[src/rtl/if_id_pkg.sv]
// Shared constants and payload type for the IF->ID stage register.
package if_id_pkg;

  localparam int PC_W_DFLT    = 64;
  localparam int INSTR_W_DFLT = 32;

  // Architectural NOP shown to decode whenever the stage holds a bubble.
  localparam logic [INSTR_W_DFLT-1:0] NOP_INSTR_DFLT = 32'hD503201F;

  typedef struct packed {
    logic [PC_W_DFLT-1:0]    pc;
    logic [INSTR_W_DFLT-1:0] instr;
  } fetch_pkt_t;

endpackage

[src/rtl/if_id_stage_pipe_slot.sv]
// One pipeline slot: a valid bit plus a payload register.
// Load has priority over clear, so a slot can be refilled in the same cycle it drains.
module pipe_slot #(
  parameter int W = 8
) (
  input  logic         clk,
  input  logic         reset,
  input  logic         load_i,
  input  logic         clear_i,
  input  logic [W-1:0] data_i,
  output logic         valid_o,
  output logic [W-1:0] data_o
);

  logic         valid_q;
  logic [W-1:0] data_q;

  // NOTE: sequential state uses non-blocking assignments so every register samples pre-edge values.
  always_ff @(posedge clk or posedge reset) begin
    if (reset) begin
      valid_q <= 1'b0;
      data_q  <= '0;
    end else if (load_i) begin
      valid_q <= 1'b1;
      data_q  <= data_i;
    end else if (clear_i) begin
      valid_q <= 1'b0;
    end
  end

  assign valid_o = valid_q;
  assign data_o  = data_q;

endmodule

[src/rtl/if_id_stage.sv]
// IF->ID stage register with valid/ready handshake, flush, NOP on bubble and saturating stall counter.
// Define IF_ID_SKID_EN to add a 1-entry skid slot that registers in_ready.
module if_id_stage
  import if_id_pkg::*;
#(
  parameter int                  PC_W      = 64,
  parameter int                  INSTR_W   = 32,
  parameter logic [INSTR_W-1:0]  NOP_INSTR = NOP_INSTR_DFLT,
  parameter int                  CNT_W     = 16
) (
  input  logic               clk,
  input  logic               reset,
  input  logic               flush,
  input  logic               in_valid,
  output logic               in_ready,
  input  logic [PC_W-1:0]    pc_in,
  input  logic [INSTR_W-1:0] instr_in,
  output logic               out_valid,
  input  logic               out_ready,
  output logic [PC_W-1:0]    pc_out,
  output logic [INSTR_W-1:0] instr_out,
  output logic [CNT_W-1:0]   stall_cnt
);

  localparam int               PKT_W   = PC_W + INSTR_W;
  localparam logic [CNT_W-1:0] CNT_MAX = '1;

  logic             accept;
  logic             release_s;
  logic             main_valid;
  logic             main_load;
  logic             main_clear;
  logic [PKT_W-1:0] main_d;
  logic [PKT_W-1:0] main_q;
  logic [CNT_W-1:0] stall_d;
  logic [CNT_W-1:0] stall_q;

  assign accept    = in_valid && in_ready;
  assign release_s = main_valid && out_ready;

`ifdef IF_ID_SKID_EN
  logic             skid_valid;
  logic             skid_load;
  logic             skid_clear;
  logic [PKT_W-1:0] skid_q;

  assign in_ready = !skid_valid;

  // A waiting skid entry always refills main before any new fetch, preserving order.
  assign main_load  = !flush && (skid_valid ? release_s : (accept && (!main_valid || release_s)));
  assign main_d     = skid_valid ? skid_q : {pc_in, instr_in};
  assign skid_load  = !flush && accept && main_valid && !release_s;
  assign skid_clear = flush || (skid_valid && release_s);

  pipe_slot #(.W(PKT_W)) u_skid (
    .clk     (clk),
    .reset   (reset),
    .load_i  (skid_load),
    .clear_i (skid_clear),
    .data_i  ({pc_in, instr_in}),
    .valid_o (skid_valid),
    .data_o  (skid_q)
  );
`else
  assign in_ready  = out_ready || !main_valid;
  assign main_load = !flush && accept;
  assign main_d    = {pc_in, instr_in};
`endif

  assign main_clear = flush || (release_s && !main_load);

  pipe_slot #(.W(PKT_W)) u_main (
    .clk     (clk),
    .reset   (reset),
    .load_i  (main_load),
    .clear_i (main_clear),
    .data_i  (main_d),
    .valid_o (main_valid),
    .data_o  (main_q)
  );

  // NOTE: stall_d gets its hold value first so no path through this block can infer a latch.
  always_comb begin
    stall_d = stall_q;
    if (flush) begin
      stall_d = '0;
    end else if (main_valid && !out_ready && (stall_q != CNT_MAX)) begin
      stall_d = stall_q + CNT_W'(1);
    end
  end

  always_ff @(posedge clk or posedge reset) begin
    if (reset) stall_q <= '0;
    else       stall_q <= stall_d;
  end

  assign out_valid = main_valid;
  // pc_out keeps the last loaded PC through bubbles; only the instruction is replaced.
  assign pc_out    = main_q[PKT_W-1:INSTR_W];
  assign instr_out = main_valid ? main_q[INSTR_W-1:0] : NOP_INSTR;
  assign stall_cnt = stall_q;

endmodule

[config.mk]
export PLATFORM = sky130hd
export DESIGN_NAME = if_id_stage
export DESIGN_NICKNAME = d
export VERILOG_FILES = /design/src/rtl/if_id_pkg.sv /design/src/rtl/if_id_stage_pipe_slot.sv /design/src/rtl/if_id_stage.sv
export SDC_FILE = /design/constraint.sdc
export NUM_CORES = 1
export LEC_CHECK = 0
export BUFFER_PORTS_ARGS = -buffer_cell sky130_fd_sc_hd__buf_4
export CORE_MARGIN = 4
export CORE_UTILIZATION = 25
export DETAILED_ROUTE_END_ITERATION = 7
export SLEW_MARGIN = 0
export SYNTH_ARGS = -nofsm -noshare
export SYNTH_HDL_FRONTEND = slang
export SYNTH_SLANG_ARGS = --single-unit
[constraint.sdc]
create_clock -name clk -period 8.7 [get_ports clk]
set_clock_uncertainty 0.15 [all_clocks]
set_input_delay 2.175 -clock clk [delete_from_list [all_inputs] [get_ports clk]]
set_output_delay 2.175 -clock clk [all_outputs]
set_load 0.01 [all_outputs]
==> results.cfg <==
[status]
outcome = complete, no violations

[final_layout]
layout-drive-gt1-share_pct = 60.4
syn_to_final_growth_pct = 38.1
design_area_mm2 = 0.00714
nets = 663
nFillCells = 2018
antennaDiodeCount = 0

[global_route]
grt_pass1_wl_um = 20700
grt-ovfl-total = 0
antenna_found_initial = 0
grt_pass1_vias = 3982
grt_max_degree = 61
grtUsageTotal_pct = 10.9

[setup_path]
path_max_fanout = 12
cp_num_cells = 4
cp_top_family = buffers and inverters
worstSetupEndpointType = primary output
r2r.worst_path.cells = 5
crit_chain = buf_4 > and2b_4 > inv_2 > buf_4
crit_buf_inv = 3
worstPathRequired_ps = 6380
start_kind = input port
critical-path-max-stage-delay_ps = 280
critical_path.most_common_cell = buf_4
cp.arrival_ps = 2830
critPathSlowestCell = and2b_4
worstSetupPathType = in2out

[timing]
fmax_mhz = 194
period_minus_slack_ps = 5150
finalHoldViolations = 0
setup_viol_count_final = 0
min_period_over_period_pct = 59.2
tightest_slew_ps = 1160
setup_tns_ps = 0
maxSlewViolCount = 0
max_slew_margin_pct = 22.2
rsz0062_at_grt = no

[synth]
synth_top_family_by_area = multiplexers
synth_xor_area_share_pct = 0
yosysWarnings = 0
synth_mux_area_share_pct = 21.8
synth_compound_area_share_pct = 2.69
avgSynthCellArea_um2 = 12.7
synth.distinct_cells = 29
synthCells = 407
netlist_area_mm2 = 0.00517
yosysSeqAreaShare_pct = 54.7
syn_nets = 509
synth-adder-area-share_pct = 0.242
synthSimpleGateAreaFrac_pct = 9.56
synth-seq-cells = 113

[cts]
cts_num_sinks = 113
cts_tree = built
root_buffer = clkbuf_16
cts-buffers-inserted = 17
cts_max_level = 4
hold_buffers = 0
insertion_delay_ps = 400
cts_setup_buffers = 0
cts.repair.resized = 0
clk_path_buf_depth = 2
path_clk_slew_ps = 50

[place]
gp_congestion = 0.796
dp_hpwl_um = 8870
placed_area_mm2 = 0.00659
port_buffers = 214

[pwr]
pwr-share-clk_pct = 41.3
p_per_area_mw_per_mm2 = 222
pwr-share-seq_pct = 40.7
p_comb_share_pct = 18.0
vdd_drop_max_mv = 0.119
p_switching_mw = 0.377
p_leak_nw = 3.23
power.share.switching_pct = 23.8
p_int_mw = 1.21

[die]
core_area_mm2 = 0.0203
fp-row-count = 52
die_area_mm2 = 0.0230
die_w_um = 152
die_h_um = 152
ioPinCount = 215
initial_utilization_pct = 25.5

[flow_run]
drv_cap = 0

[drt]
ant_nets = 0
vias_per_cell = 4.20
drt-wirelength-per-cell_um = 14.6
totalWireLength_um = 12300
drcViolationCount = 0
drt_iter0_markers = 98
firstDrtPassIters = 5
routed-via-count = 3528

[worst_hold_path]
hold_depth = 1
hold_class = reg2reg
-- sequential cells by signal (all words and copies together) (netlist names) --
signal / cells
stall_cnt: 16
u_main.data_o: 96
u_main.valid_o: 1
-- power by group through the flow --
stage / Sequential (mW) / Clock, mW / Combinational [mW]
after detailed placement: 0.653 / 0 / 0.292
final: 0.645 / 0.653 / 0.285
after global routing: 0.657 / 0.703 / 0.311
after CTS: 0.646 / 0.679 / 0.292
after global placement: 0.649 / 0 / 0.285
after floorplan: 0.638 / 0 / 0.212
-- routing by layer --
layer	up-vias	global-route usage, %	part of all wire [%]
met5	-	0	0
met2	143	17.7	49
li1	1648	-	-
met1	1724	12.8	41
met4	0	3.38	1.6
met3	13	5.35	8.8
-- synthesized netlist by cell type --
cell | number | area share, %
dfrtp_1 | 113 | 55
mux2_2 | 96 | 21
buf_4 | 64 | 9.3
and2_1 | 19 | 2.3
nand2b_1 | 15 | 1.8
clkbuf_1 | 13 | 0.94
a21oi_1 | 12 | 1.2
or4_1 | 8 | 1.2
nor2_1 | 7 | 0.51
nand2_1 | 6 | 0.44
o31ai_1 | 6 | 0.87
or3_1 | 6 | 0.73
buf_2 | 5 | 0.48
nand3_1 | 5 | 0.48
o21ai_0 | 5 | 0.48
inv_1 | 4 | 0.29
nand4_1 | 4 | 0.48
mux2_1 | 3 | 0.65
nor2b_1 | 3 | 0.36
nor4_1 | 3 | 0.36
or2_1 | 2 | 0.24
and2b_4 | 1 | 0.19
ha_1 | 1 | 0.24
inv_2 | 1 | 0.073
mux2i_1 | 1 | 0.19
nor3_1 | 1 | 0.097
nor3b_1 | 1 | 0.15
nor4_2 | 1 | 0.24
o41ai_1 | 1 | 0.17
-- worst paths after layout --
check	start	to	slack, ps
setup reg to reg	u_main.valid_o	stall_cnt[13]	5540
hold / removal	u_main.data_o[30]	u_main.data_o[30]	350
hold reg to reg	u_main.data_o[30]	u_main.data_o[30]	350
min in group asynchronous	reset	u_main.data_o[68]	1740
setup / recovery	out_ready	in_ready	3550
max in group asynchronous	reset	u_main.data_o[91]	5440
-- final cells by class --
| cell class | count | area, um^2 | area share (%) |
|---|---|---|---|
| timing repair buffer | 217 | 1630 | 22.8 |
| inverter | 5 | 21.3 | 0.298 |
| clock buffer | 21 | 460 | 6.45 |
| clock inverter | 7 | 87.6 | 1.23 |
| multi-input combinational | 207 | 1780 | 24.9 |
| sequential | 113 | 2830 | 39.6 |
| tap | 270 | 338 | 4.73 |
-- cells by family after synthesis --
| kind of cell | after synthesis |
|---|---|
| and+or+nand+nor | 82 |
| buffers and inverters | 87 |
| AOI/OAI and AO/OA | 24 |
| DFF | 113 |
| adders and majority gates | 1 |
| muxes | 100 |
-- per-stage QoR --
step | setup WS (ps) | hold slack [ps] | utilization [%] | std cells | total power [mW]
global route | 3520 | 365 | 35.2 | 840 | 1.67
floorplan | 3390 | 322 | - | 407 | 0.850
CTS | 3550 | 347 | 35.2 | 840 | 1.62
global placement | 3560 | 332 | 32.5 | 812 | 0.934
finish | 3550 | 346 | 35.2 | 840 | 1.58
detailed placement | 3550 | 336 | 32.5 | 812 | 0.946
-- layout by cell type (no fill, tap or decap), drive strengths merged --
cell and instances:
bufinv 2, and2b 1, nand3 5, nand2 6, nor2 7, ha 1
nor3b 1, nand4 4, nand2b 15, or4 8, dfrtp 113, buf 217
clkbuf 21, nor2b 3, mux2i 1, or3 6, a21oi 12, nor3 1
mux2 99, and2 19, clkinv 4, clkinvlp 1, inv 5, o21ai 5
o41ai 1, o31ai 6, nor4 4, or2 2
No activity file was read; power rests on OpenSTA's default activity.
